==> src/rtl/inst_fetch_pkg.sv <==
// Shared IF definitions: bus widths, NOP encoding, pause levels, IF states.
// Optional skid buffer build macro: INST_SKID_EN.
package inst_fetch_pkg;

  localparam int PC_BUS   = 16;
  localparam int INST_BUS = 16;

  localparam logic [INST_BUS-1:0] INST_ZERO = '0;

  localparam logic PAUSE_DISABLE = 1'b0;
  localparam logic PAUSE_ENABLE  = 1'b1;

  localparam logic [1:0] IF_IDLE = 2'd0;
  localparam logic [1:0] IF_REQ  = 2'd1;
  localparam logic [1:0] IF_WAIT = 2'd2;
  localparam logic [1:0] IF_DROP = 2'd3;

  // Entries held (slot + skid) after the coming edge.
  function automatic logic [1:0] occ_after(
    input logic full,
    input logic skid,
    input logic take,
    input logic consume
  );
    return 2'(full) + 2'(skid) + 2'(take) - 2'(consume);
  endfunction

endpackage

==> src/rtl/inst_skid_buf.sv <==
// One-entry skid store for fetched {instruction, pc+1} pairs.
// Holds all-zero data whenever empty.
module inst_skid_buf #(
  parameter int W = 32
) (
  input  logic         clk_50MHz,
  input  logic         rst,
  input  logic         clr,
  input  logic         push,
  input  logic         pop,
  input  logic [W-1:0] din,
  output logic [W-1:0] dout,
  output logic         valid
);

  always_ff @(posedge clk_50MHz) begin
    if (!rst || clr) begin
      valid <= 1'b0;
      dout  <= '0;
    end else if (push) begin
      valid <= 1'b1;
      dout  <= din;
    end else if (pop) begin
      valid <= 1'b0;
      dout  <= '0;
    end
  end

endmodule

==> src/rtl/inst_fetch.sv <==
// Instruction fetch: PC, req/ack memory handshake, IF/ID producer slot.
// Build with INST_SKID_EN for a one-entry skid buffer (1 inst/cycle).
module inst_fetch
  import inst_fetch_pkg::*;
#(
  parameter int              PC_W     = PC_BUS,
  parameter int              INST_W   = INST_BUS,
  parameter logic [PC_W-1:0] RESET_PC = '0
) (
  input  logic              clk_50MHz,
  input  logic              rst,
  input  logic              if_pause,
  input  logic              br_taken,
  input  logic [PC_W-1:0]   br_target,
  output logic              mem_req,
  output logic [PC_W-1:0]   mem_addr,
  input  logic              mem_ack,
  input  logic [INST_W-1:0] mem_rdata,
  output logic [INST_W-1:0] ram_out_inst,
  output logic [PC_W-1:0]   pc_add_value,
  output logic              if_valid
);

  localparam int ENT_W = INST_W + PC_W;
  localparam logic [INST_W-1:0] NOP = INST_W'(INST_ZERO);

  logic [1:0]       state;
  logic [PC_W-1:0]  pc;
  logic [PC_W-1:0]  drop_addr;
  logic [PC_W-1:0]  pc_inc;
  logic             consume;
  logic             take;
  logic             outstanding;
  logic             room;
  logic             skid_valid;
  logic [ENT_W-1:0] skid_data;

  assign pc_inc      = pc + PC_W'(1);
  assign consume     = if_valid && (if_pause != PAUSE_ENABLE);
  assign take        = (state == IF_REQ) && mem_ack;
  assign outstanding = (state == IF_REQ) || (state == IF_DROP);

  assign mem_req  = outstanding;
  assign mem_addr = (state == IF_DROP) ? drop_addr : pc;

`ifdef INST_SKID_EN
  localparam logic [1:0] CAP = 2'd2;

  logic skid_push;
  logic skid_pop;

  assign skid_push = take && if_valid && !consume;
  assign skid_pop  = consume && skid_valid;

  inst_skid_buf #(.W(ENT_W)) u_skid (
    .clk_50MHz (clk_50MHz),
    .rst       (rst),
    .clr       (br_taken),
    .push      (skid_push),
    .pop       (skid_pop),
    .din       ({mem_rdata, pc_inc}),
    .dout      (skid_data),
    .valid     (skid_valid)
  );
`else
  localparam logic [1:0] CAP = 2'd1;

  assign skid_valid = 1'b0;
  assign skid_data  = '0;
`endif

  assign room = occ_after(if_valid, skid_valid, take, consume) < CAP;

  always_ff @(posedge clk_50MHz) begin
    if (!rst) begin
      state        <= IF_IDLE;
      pc           <= RESET_PC;
      drop_addr    <= RESET_PC;
      ram_out_inst <= NOP;
      pc_add_value <= '0;
      if_valid     <= 1'b0;
    end else if (br_taken) begin
      // Any in-flight return belongs to the old stream.
      pc           <= br_target;
      ram_out_inst <= NOP;
      pc_add_value <= '0;
      if_valid     <= 1'b0;
      if (state != IF_DROP)
        drop_addr <= pc;
      if (outstanding && !mem_ack)
        state <= IF_DROP;
      else
        state <= IF_REQ;
    end else begin
      if (take)
        pc <= pc_inc;
      if (take && (!if_valid || consume)) begin
        ram_out_inst <= mem_rdata;
        pc_add_value <= pc_inc;
        if_valid     <= 1'b1;
      end else if (consume) begin
        if_valid <= skid_valid;
        if (skid_valid)
          {ram_out_inst, pc_add_value} <= skid_data;
        else begin
          ram_out_inst <= NOP;
          pc_add_value <= '0;
        end
      end
      unique case (state)
        IF_IDLE: state <= IF_REQ;
        IF_REQ:  if (take && !room) state <= IF_WAIT;
        IF_WAIT: if (room) state <= IF_REQ;
        IF_DROP: if (mem_ack) state <= IF_REQ;
      endcase
    end
  end

endmodule

==> config.mk <==
export PLATFORM = sky130hd
export DESIGN_NAME = inst_fetch
export DESIGN_NICKNAME = d
export VERILOG_FILES = /design/src/rtl/inst_fetch_pkg.sv /design/src/rtl/inst_skid_buf.sv /design/src/rtl/inst_fetch.sv
export SDC_FILE = /design/constraint.sdc
export NUM_CORES = 1
export LEC_CHECK = 0
export ABC_AREA = 1
export BUFFER_PORTS_ARGS = -buffer_cell sky130_fd_sc_hd__buf_2
export CAP_MARGIN = 20
export CORE_MARGIN = 5
export CORE_UTILIZATION = 30
export CTS_CLUSTER_DIAMETER = 50
export DETAILED_ROUTE_END_ITERATION = 7
export HOLD_SLACK_MARGIN = 0.02
export PLACE_DENSITY_LB_ADDON = 0.1
export SLEW_MARGIN = 10
export SYNTH_ARGS = -nofsm -noshare
export SYNTH_HDL_FRONTEND = slang
export SYNTH_SLANG_ARGS = --single-unit
==> constraint.sdc <==
create_clock -name clk_50MHz -period 4 [get_ports clk_50MHz]
set_input_delay 0.8 -clock clk_50MHz [delete_from_list [all_inputs] [get_ports clk_50MHz]]
set_output_delay 0.8 -clock clk_50MHz [all_outputs]
set_load 0.01 [all_outputs]
Word-level counts from Yosys, hierarchy flattened
Index checks and enable logic that the tools add are counted.
W data, S select, Z words.
{ "word_totals": {"inputBits": 37, "output_inout_bits": 50, "word_cells": 49, "regBits": 67} }
{ "classes": {"addsub": 3, "order_cmp": 1, "bitwise": 2, "n_eq_ne": 7, "mux": 14, "n_reduce_logical": 16} }
{ "op_table": {"columns": ["operator", "n"], "rows": [
  ["$mux W16", 6],
  ["$add A16 B1 Y16 const B", 1],
  ["$mux W2", 5],
  ["$pmux W2 S4", 1],
  ["$ne A3 B3 Y1 const B", 2],
  ["$logic_and A1 B1 Y1", 5],
  ["$eq A2 B2 Y1 const B", 2],
  ["$reduce_bool A2 Y1", 2],
  ["$logic_not A1 Y1", 3],
  ["$ne A3 B2 Y1 const B", 1],
  ["$reduce_and A3 Y1", 1],
  ["$add A1 B1 Y2", 1],
  ["$eq A2 B1 Y1 const B", 1],
  ["$logic_not A2 Y1", 1],
  ["$logic_or A1 B1 Y1", 2],
  ["$lt A2 B1 Y1 const B", 1],
  ["$mux W1", 2],
  ["$ne A2 B2 Y1 const B", 1],
  ["$not A1 Y1", 2],
  ["$reduce_and A2 Y1", 1],
  ["$reduce_or A2 Y1", 1],
  ["$sub A2 B1 Y2", 1]
]} }

Depth between registers and ports, before layout
Gate-level depths: netlist (run 1).
{ "logic_depth": {"ltp_word": 10, "ltp_mapped": 15, "ltp_nobuf": 15} }

Worst setup path after synthesis (run 1)
No wires, ideal clock.
{ "synth_path": {"kind": "input port to flip-flop", "start": "input if_pause", "end": "register state[1]", "stages": 14, "setup_ns": 0.115, "t_required_ns": 3.885, "arrival_ns": 1.970, "setup_slack_ns": 1.915, "n_path_buf": 0, "path_cell_list": "inv_1 nand2_1 inv_1 ha_1 inv_1 ha_1 inv_1 nand3_1 nand2_1 nand2_1 nand2_1 nand2_1 o21ai_0 inv_1"} }
{ "synth_via": {"elab_chain_len": 8, "word_cells_on_any_way": 9, "cone_classes": "1 x add/sub; 1 x order compare; 2 x eq/ne; 1 x bitwise; 4 x reduce/logical"} }
{ "synth_rtl": {"columns": ["element", "line_no", "rtl"], "rows": [
  ["start: declaration", "inst_fetch.sv:12", "input logic if_pause,"],
  ["$not A1 Y1 *", "inst_fetch.sv:39", "assign consume = if_valid && (if_pause != PAUSE_ENABLE);"],
  ["$logic_and A1 B1 Y1 *", "inst_fetch.sv:39", null],
  ["$sub A2 B1 Y2 *", "inst_fetch_pkg.sv:25", "return 2'(full) + 2'(skid) + 2'(take) - 2'(consume);"],
  ["$lt A2 B1 Y1 *", "inst_fetch.sv:72", "assign room = occ_after(if_valid, skid_valid, take, consume) < CAP;"],
  ["$logic_not A1 Y1", "inst_fetch.sv:112", "IF_REQ: if (take && !room) state <= IF_WAIT;"],
  ["$logic_and A1 B1 Y1", "inst_fetch.sv:112", null],
  ["$ne A3 B2 Y1 (no source line)", null, null],
  ["$reduce_and A3 Y1 (no source line) *", null, null],
  ["end signal: assignment", "inst_fetch.sv:112", null],
  ["end signal: assignment", "inst_fetch.sv:113", "IF_WAIT: if (room) state <= IF_REQ;"],
  ["end signal: assignment", "inst_fetch.sv:114", "IF_DROP: if (mem_ack) state <= IF_REQ;"],
  ["end: declaration", "inst_fetch.sv:27", "logic [1:0] state;"]
]} }
Mark *: on every way between the ends. The rest lies on a longest branch, timed or not.
A chain may end at the register's enable or synchronous reset.

Final worst setup path (run 1)
{ "layout_path": {"start": "register state[0]", "end": "output mem_addr[2]"} }
{ "layout_via": {"elab_chain_len": 2} }
{ "layout_rtl": {"columns": ["element", "line_no", "rtl"], "rows": [
  ["start signal: assignment", "inst_fetch.sv:76", "state <= IF_IDLE;"],
  ["start signal: assignment", "inst_fetch.sv:91", "state <= IF_DROP;"],
  ["start signal: assignment", "inst_fetch.sv:93", "state <= IF_REQ;"],
  ["$eq A2 B2 Y1", "inst_fetch.sv:44", "assign mem_addr = (state == IF_DROP) ? drop_addr : pc;"],
  ["$mux W16", "inst_fetch.sv:44", null],
  ["end: declaration", "inst_fetch.sv:16", "output logic [PC_W-1:0] mem_addr,"]
]} }
No other way between the ends.

==> results.yml, run 1 <==
die:
  die_h_um: 111.7
  rows: 37
  initial_core_util_pct: 30.35
  top_level_ports: 87
  coreArea_sq_um: 10230
  die_width_um: 111.7
  die_area_sq_um: 12490
final_layout:
  area_growth_pct: 23.85
  final_common_cell: "nand2_1"
  final_nets: 575
  stdcell_count: 676
  finish.instance_area_sq_um: 3846
  final_cell_mix: "147 x nand2_1, 86 x buf_2, 67 x dfxtp_1"
  drive_gt1_share_pct: 20.56
  antenna_cells: 0
sta:
  finalHoldViolations: 0
  finalSetupViolCount: 0
  worst_pin_slew_ns: 0.8758
  finalCritPeriodShare_pct: 70.93
  fmax_mhz: 352.5
  worst_hold_slack_ns: 0.4465
  tns_ns: 0
  rsz0062_at_grt: "false"
  final.setup_skew_ns: 0.01429
  slew_headroom_pct: 41.47
  drv_slew: 0
  fin_crit_ns: 2.837
global_routing:
  grt_use_total_pct: 14.25
  grt_pass1_wl_um: 14430
  grt_overflow: 0
  grt_pass1_vias: 2901
  grt_max_degree: 34
  antenna_found_initial: 0
worst_setup_path:
  cp.required_ns: 3.20
  crit_type: "reg2out"
  slowest_stage: "nand2_1"
  reg2reg_slack_ns: 1.57
  crit_path_start_kind: "flop"
  cp_num_buf_inv: 1
  critical-path-top-delay-family: "simple AND/OR/NAND/NOR gates"
  critPathCaptureType: "output port"
  cp_cell_sequence: "nand2_1 > o21ai_0 > buf_2"
  max_stage_delay_ns: 0.58
  worstPathMaxFanout: 33
  crit_arrival_ns: 2.04
logic_synthesis:
  ys_seq_area_share_pct: 43.19
  synth-edff-count: 0
  synthTopCellsByArea: "dfxtp_1 43%, nand2_1 18%, a21oi_1 9.8%"
  syn_area_per_cell_sq_um: 6.781
  synthArstFlopShare_pct: 0
  syn_inst: 458
  syn_area_sq_um: 3105
  yosys_warnings: 0
  ys_types: 24
  synth_top_area_cell: "dfxtp_1"
  synth_seq_cells: 67
  synth_ff_type: "dfxtp_1"
  syn_nets: 498
  synth_top_area_share_pct: 43.19
clock_network:
  cts.reportedPaths.clkPinSlew_ns: 0.07
  cts-hold-fix-buffers: 0
  clock-sinks: 67
  clockBufferDepth: 2
  insertion_delay_ns: 0.35
  post_cts_buffers: 0
  tritoncts: "built"
  post_cts_resized: 0
  cts_buffers: 9
  htreeDepth: 3
  root_buffer: "clkbuf_8"
detailed_routing:
  drc_errors: 0
  drt_iter0_drc: 184
  first_pass_iters: 4
  ant_nets: 0
  vias: 3045
  routed_wl_um: 8831
  viasPerCell: 4.504
  wl_per_cell_um: 13.06
pwr:
  p_leak_nw: 1.666
  total_power_mw: 1.478
  irDropWorstVdd_v: 0.0001653
  p_per_area_nw_per_um2: 384.2
outcome:
  status: "complete, no violations"
place:
  place_area_sq_um: 3646
  dp_hpwl_um: 6304
  place.gp.congestion: 0.7797
  dp_cells: 660
  port_buffers: 86
job:
  cap_violations: 0
min_path:
  hp-class: "reg2reg"
cell families (layout without fill, tap and decap cells):
group	after synthesis	after routing	synth area share, %
adder cells (fa/ha/maj)	3	3	1.209
AO/OA/AOI/OAI	111	111	18.25
buffers and inverters	75	157	9.589
XOR/XNOR	6	6	1.692
AND/OR/NAND/NOR	196	196	26.07
flip-flops	67	67	43.19
power breakdown:
part           switching (mW)  internal (mW)  total, mW
Clock                   0.283          0.291      0.574
Sequential             0.0257          0.695      0.721
Combinational           0.117         0.0662      0.183
Total                   0.425           1.05       1.48
metal layers:
layer	global-route usage [%]	share of wire [%]	vias up
met5	0	0	-
met4	3.163	0.79	0
met3	5.978	8.6	5
met2	21.50	43	82
met1	19.03	48	1330
li1	-	-	1628
path summary, 6_finish.rpt:
| check | startpoint | cells past startpoint | end |
|---|---|---|---|
| worst max-delay path | state[0]$_SDFFE_PN0P_ | 3 | mem_addr[2] |
| worst min-delay path | drop_addr[7]$_SDFFE_PN0P_ | 2 | drop_addr[7]$_SDFFE_PN0P_ |
| worst max register to register | state[0]$_SDFFE_PN0P_ | 4 | drop_addr[9]$_SDFFE_PN0P_ |
| worst min register to register | drop_addr[7]$_SDFFE_PN0P_ | 2 | drop_addr[7]$_SDFFE_PN0P_ |
registers in the layout, summed over array words and instances, names as in the netlist:
name / flops
drop_addr: 16
if_valid: 1
ram_out_inst: 16
state: 2
pc_add_value: 16
pc: 16
worst reg2reg max path: cells and delay by family (launching register included):
kind	cells	cell delay (ns)
simple gates	2	1.46
flops	1	0.39
compound gates	2	0.44
per-stage QoR:
| stage | utilization (%) | worst slack, ns |
|---|---|---|
| after floorplan | - | 1.915 |
| after global placement | 35.37 | 1.455 |
| after detailed placement | 35.64 | 1.494 |
| after CTS | 37.59 | 1.116 |
| after global routing | 37.59 | 0.8719 |
| final | 37.59 | 1.163 |
layout make-up:
| type | instances | area (sq um) |
|---|---|---|
| clock buffer | 9 | 123.9 |
| clock inverter | 7 | 76.32 |
| fill | 1104 | 6385 |
| inverter | 52 | 195.2 |
| multi-input combinational | 316 | 1466 |
| sequential | 67 | 1341 |
| tap | 136 | 170.2 |
| timing repair buffer | 89 | 473.0 |
synthesized netlist by cell type, types with 2 or more instances:
| cell type | count |
|---|---|
| xnor2_1 | 2 |
| o21ai_0 | 41 |
| nor2_2 | 2 |
| nand3_1 | 24 |
| dfxtp_1 | 67 |
| ha_1 | 3 |
| nand2_1 | 147 |
| nand4_1 | 6 |
| clkbuf_1 | 11 |
| nor2_1 | 13 |
| inv_1 | 50 |
| buf_2 | 10 |
| a31oi_1 | 6 |
| nor3_1 | 2 |
| a21oi_1 | 61 |
| o21ai_1 | 2 |
| xor2_1 | 4 |
No activity file was read; power rests on OpenSTA's default activity.
==> inputs of run 2 (changes only) <==
Clock period 4 ns to 2.83 ns, I/O delays scaled along.
==> results.yml, run 2 (same netlist as run 1, synthesis figures left out) <==
sta:
  finalSetupViolCount: 0
  fmax_mhz: 467.0
  worst_hold_slack_ns: 0.4461
  worst_pin_slew_ns: 0.8773
  tns_ns: 0
  finalCritPeriodShare_pct: 75.66
  drv_slew: 0
  slew_headroom_pct: 41.37
  rsz0062_at_grt: "false"
  final.setup_skew_ns: 0.01429
  finalHoldViolations: 0
  fin_crit_ns: 2.141
  setup_slack_ns: 0.6888
clock_network:
  cts-hold-fix-buffers: 0
  insertion_delay_ns: 0.35
  tritoncts: "built"
  cts_buffers: 9
  clock-sinks: 67
  post_cts_resized: 0
  root_buffer: "clkbuf_8"
  post_cts_buffers: 0
  cts.reportedPaths.clkPinSlew_ns: 0.08
  clockBufferDepth: 2
  htreeDepth: 3
pwr:
  p_per_area_nw_per_um2: 548.9
  irDropWorstVdd_v: 0.0002669
  p_leak_nw: 1.677
  total_power_mw: 2.115
final_layout:
  final_nets: 578
  multi_input_area_sq_um: 1466
  seqCellArea_sq_um: 1341
  final_core_util_pct: 37.67
  final_cell_mix: "147 x nand2_1, 86 x buf_2, 67 x dfxtp_1"
  antenna_cells: 0
  n_fill_cell: 1122
  final_common_cell: "nand2_1"
  stdcell_count: 679
  drive_gt1_share_pct: 20.99
  finish.instance_area_sq_um: 3854
  area_growth_pct: 24.09
global_routing:
  grt_pass1_wl_um: 14270
  grt_max_degree: 34
  grt_pass1_vias: 2871
  antenna_found_initial: 0
  grt_overflow: 0
  grt_use_total_pct: 14.12
outcome:
  status: "complete, no violations"
detailed_routing:
  wl_per_cell_um: 12.85
  ant_nets: 0
  drt_iter0_drc: 162
  viasPerCell: 4.510
  first_pass_iters: 4
  vias: 3062
  drc_errors: 0
  routed_wl_um: 8723
worst_setup_path:
  worstPathMaxFanout: 33
  critical-path-top-delay-family: "flip-flops"
  r2r-end: "state[1]$_SDFFE_PN0P_"
  cp_num_buf_inv: 2
  crit_path_start_kind: "flop"
  cp.required_ns: 2.26
  critPathCaptureType: "output port"
  reg2reg_depth: 12
  slowest_stage: "dfxtp_1"
  crit_type: "reg2out"
  crit_arrival_ns: 1.58
  max_stage_delay_ns: 0.50
  reg2reg_slack_ns: 0.88
  cp_cell_sequence: "nand2_1 > buf_4 > o21ai_0 > buf_2"
  rr_startpoint: "state[0]$_SDFFE_PN0P_"
die:
  initial_core_util_pct: 30.35
  top_level_ports: 87
  die_h_um: 111.7
  rows: 37
  die_area_sq_um: 12490
  die_width_um: 111.7
  coreArea_sq_um: 10230
job:
  cap_violations: 0
min_path:
  whs_path_depth: 2
  worstHoldEndpoint: "drop_addr[2]$_SDFFE_PN0P_"
  holdCritStartpoint: "drop_addr[2]$_SDFFE_PN0P_"
  hp-class: "reg2reg"
place:
  place_ws_ns: 0.7057
  place.gp.congestion: 0.7765
  port_buffers: 86
  dp_cells: 663
  place_area_sq_um: 3649
  dp_hpwl_um: 6273
[run 2: cell types whose count changed in the layout (fill, tap and decap cells not counted), sizes merged]
cell | previous run | this run
clkinvlp | 2 | 1
buf | 89 | 92
clkinv | 4 | 2
inv | 52 | 55
[run 2: layout make-up]
| type | instances | share of cell area [%] |
|---|---|---|
| clock inverters | 7 | 2.110 |
| inverters | 52 | 5.065 |
| repair buffers | 92 | 12.34 |
| flip-flops and latches | 67 | 34.81 |
| clock buffers | 9 | 3.214 |
| well taps | 136 | 4.416 |
| multi-input cells | 316 | 38.05 |
[run 2: worst max-delay path by stage]
stage,start,end,slack [ns],cells past startpoint
after floorplan,if_pause,state[1]$_SDFFE_PN0P_,0.98,14
after global placement,mem_ack,state[1]$_SDFFE_PN0P_,0.75,13
after detailed placement,mem_ack,state[1]$_SDFFE_PN0P_,0.71,13
after CTS,state[0]$_SDFFE_PN0P_,mem_addr[3],0.65,4
after global routing,state[0]$_SDFFE_PN0P_,mem_addr[5],0.55,4
final,state[0]$_SDFFE_PN0P_,mem_addr[13],0.69,4
[run 2: per-layer routing]
metal / track usage (%) / wire length [um] / up-vias
li1: - / - / 1632
met1: 19.19 / 4127 / 1329
met4: 4.542 / 101 / 0
met3: 4.891 / 747 / 9
met2: 20.98 / 3747 / 92
met5: 0 / 0 / -
[run 2: worst register-to-register path: stages (launching register included)]
cell and delay [ns]:
dfxtp_1 0.50, nand3_4 0.15, ha_1 0.31, inv_1 0.04, ha_1 0.26, inv_1 0.05
nand3_1 0.12, nand2_1 0.08, nand2_1 0.04, nand2_1 0.05, nand2_1 0.05, o21ai_0 0.13
inv_1 0.05
[run 2: report_power, final]
group / total, mW / switching (mW) / internal [mW]
Combinational: 0.258 / 0.164 / 0.0940
Sequential: 1.02 / 0.0361 / 0.983
Clock: 0.838 / 0.418 / 0.421
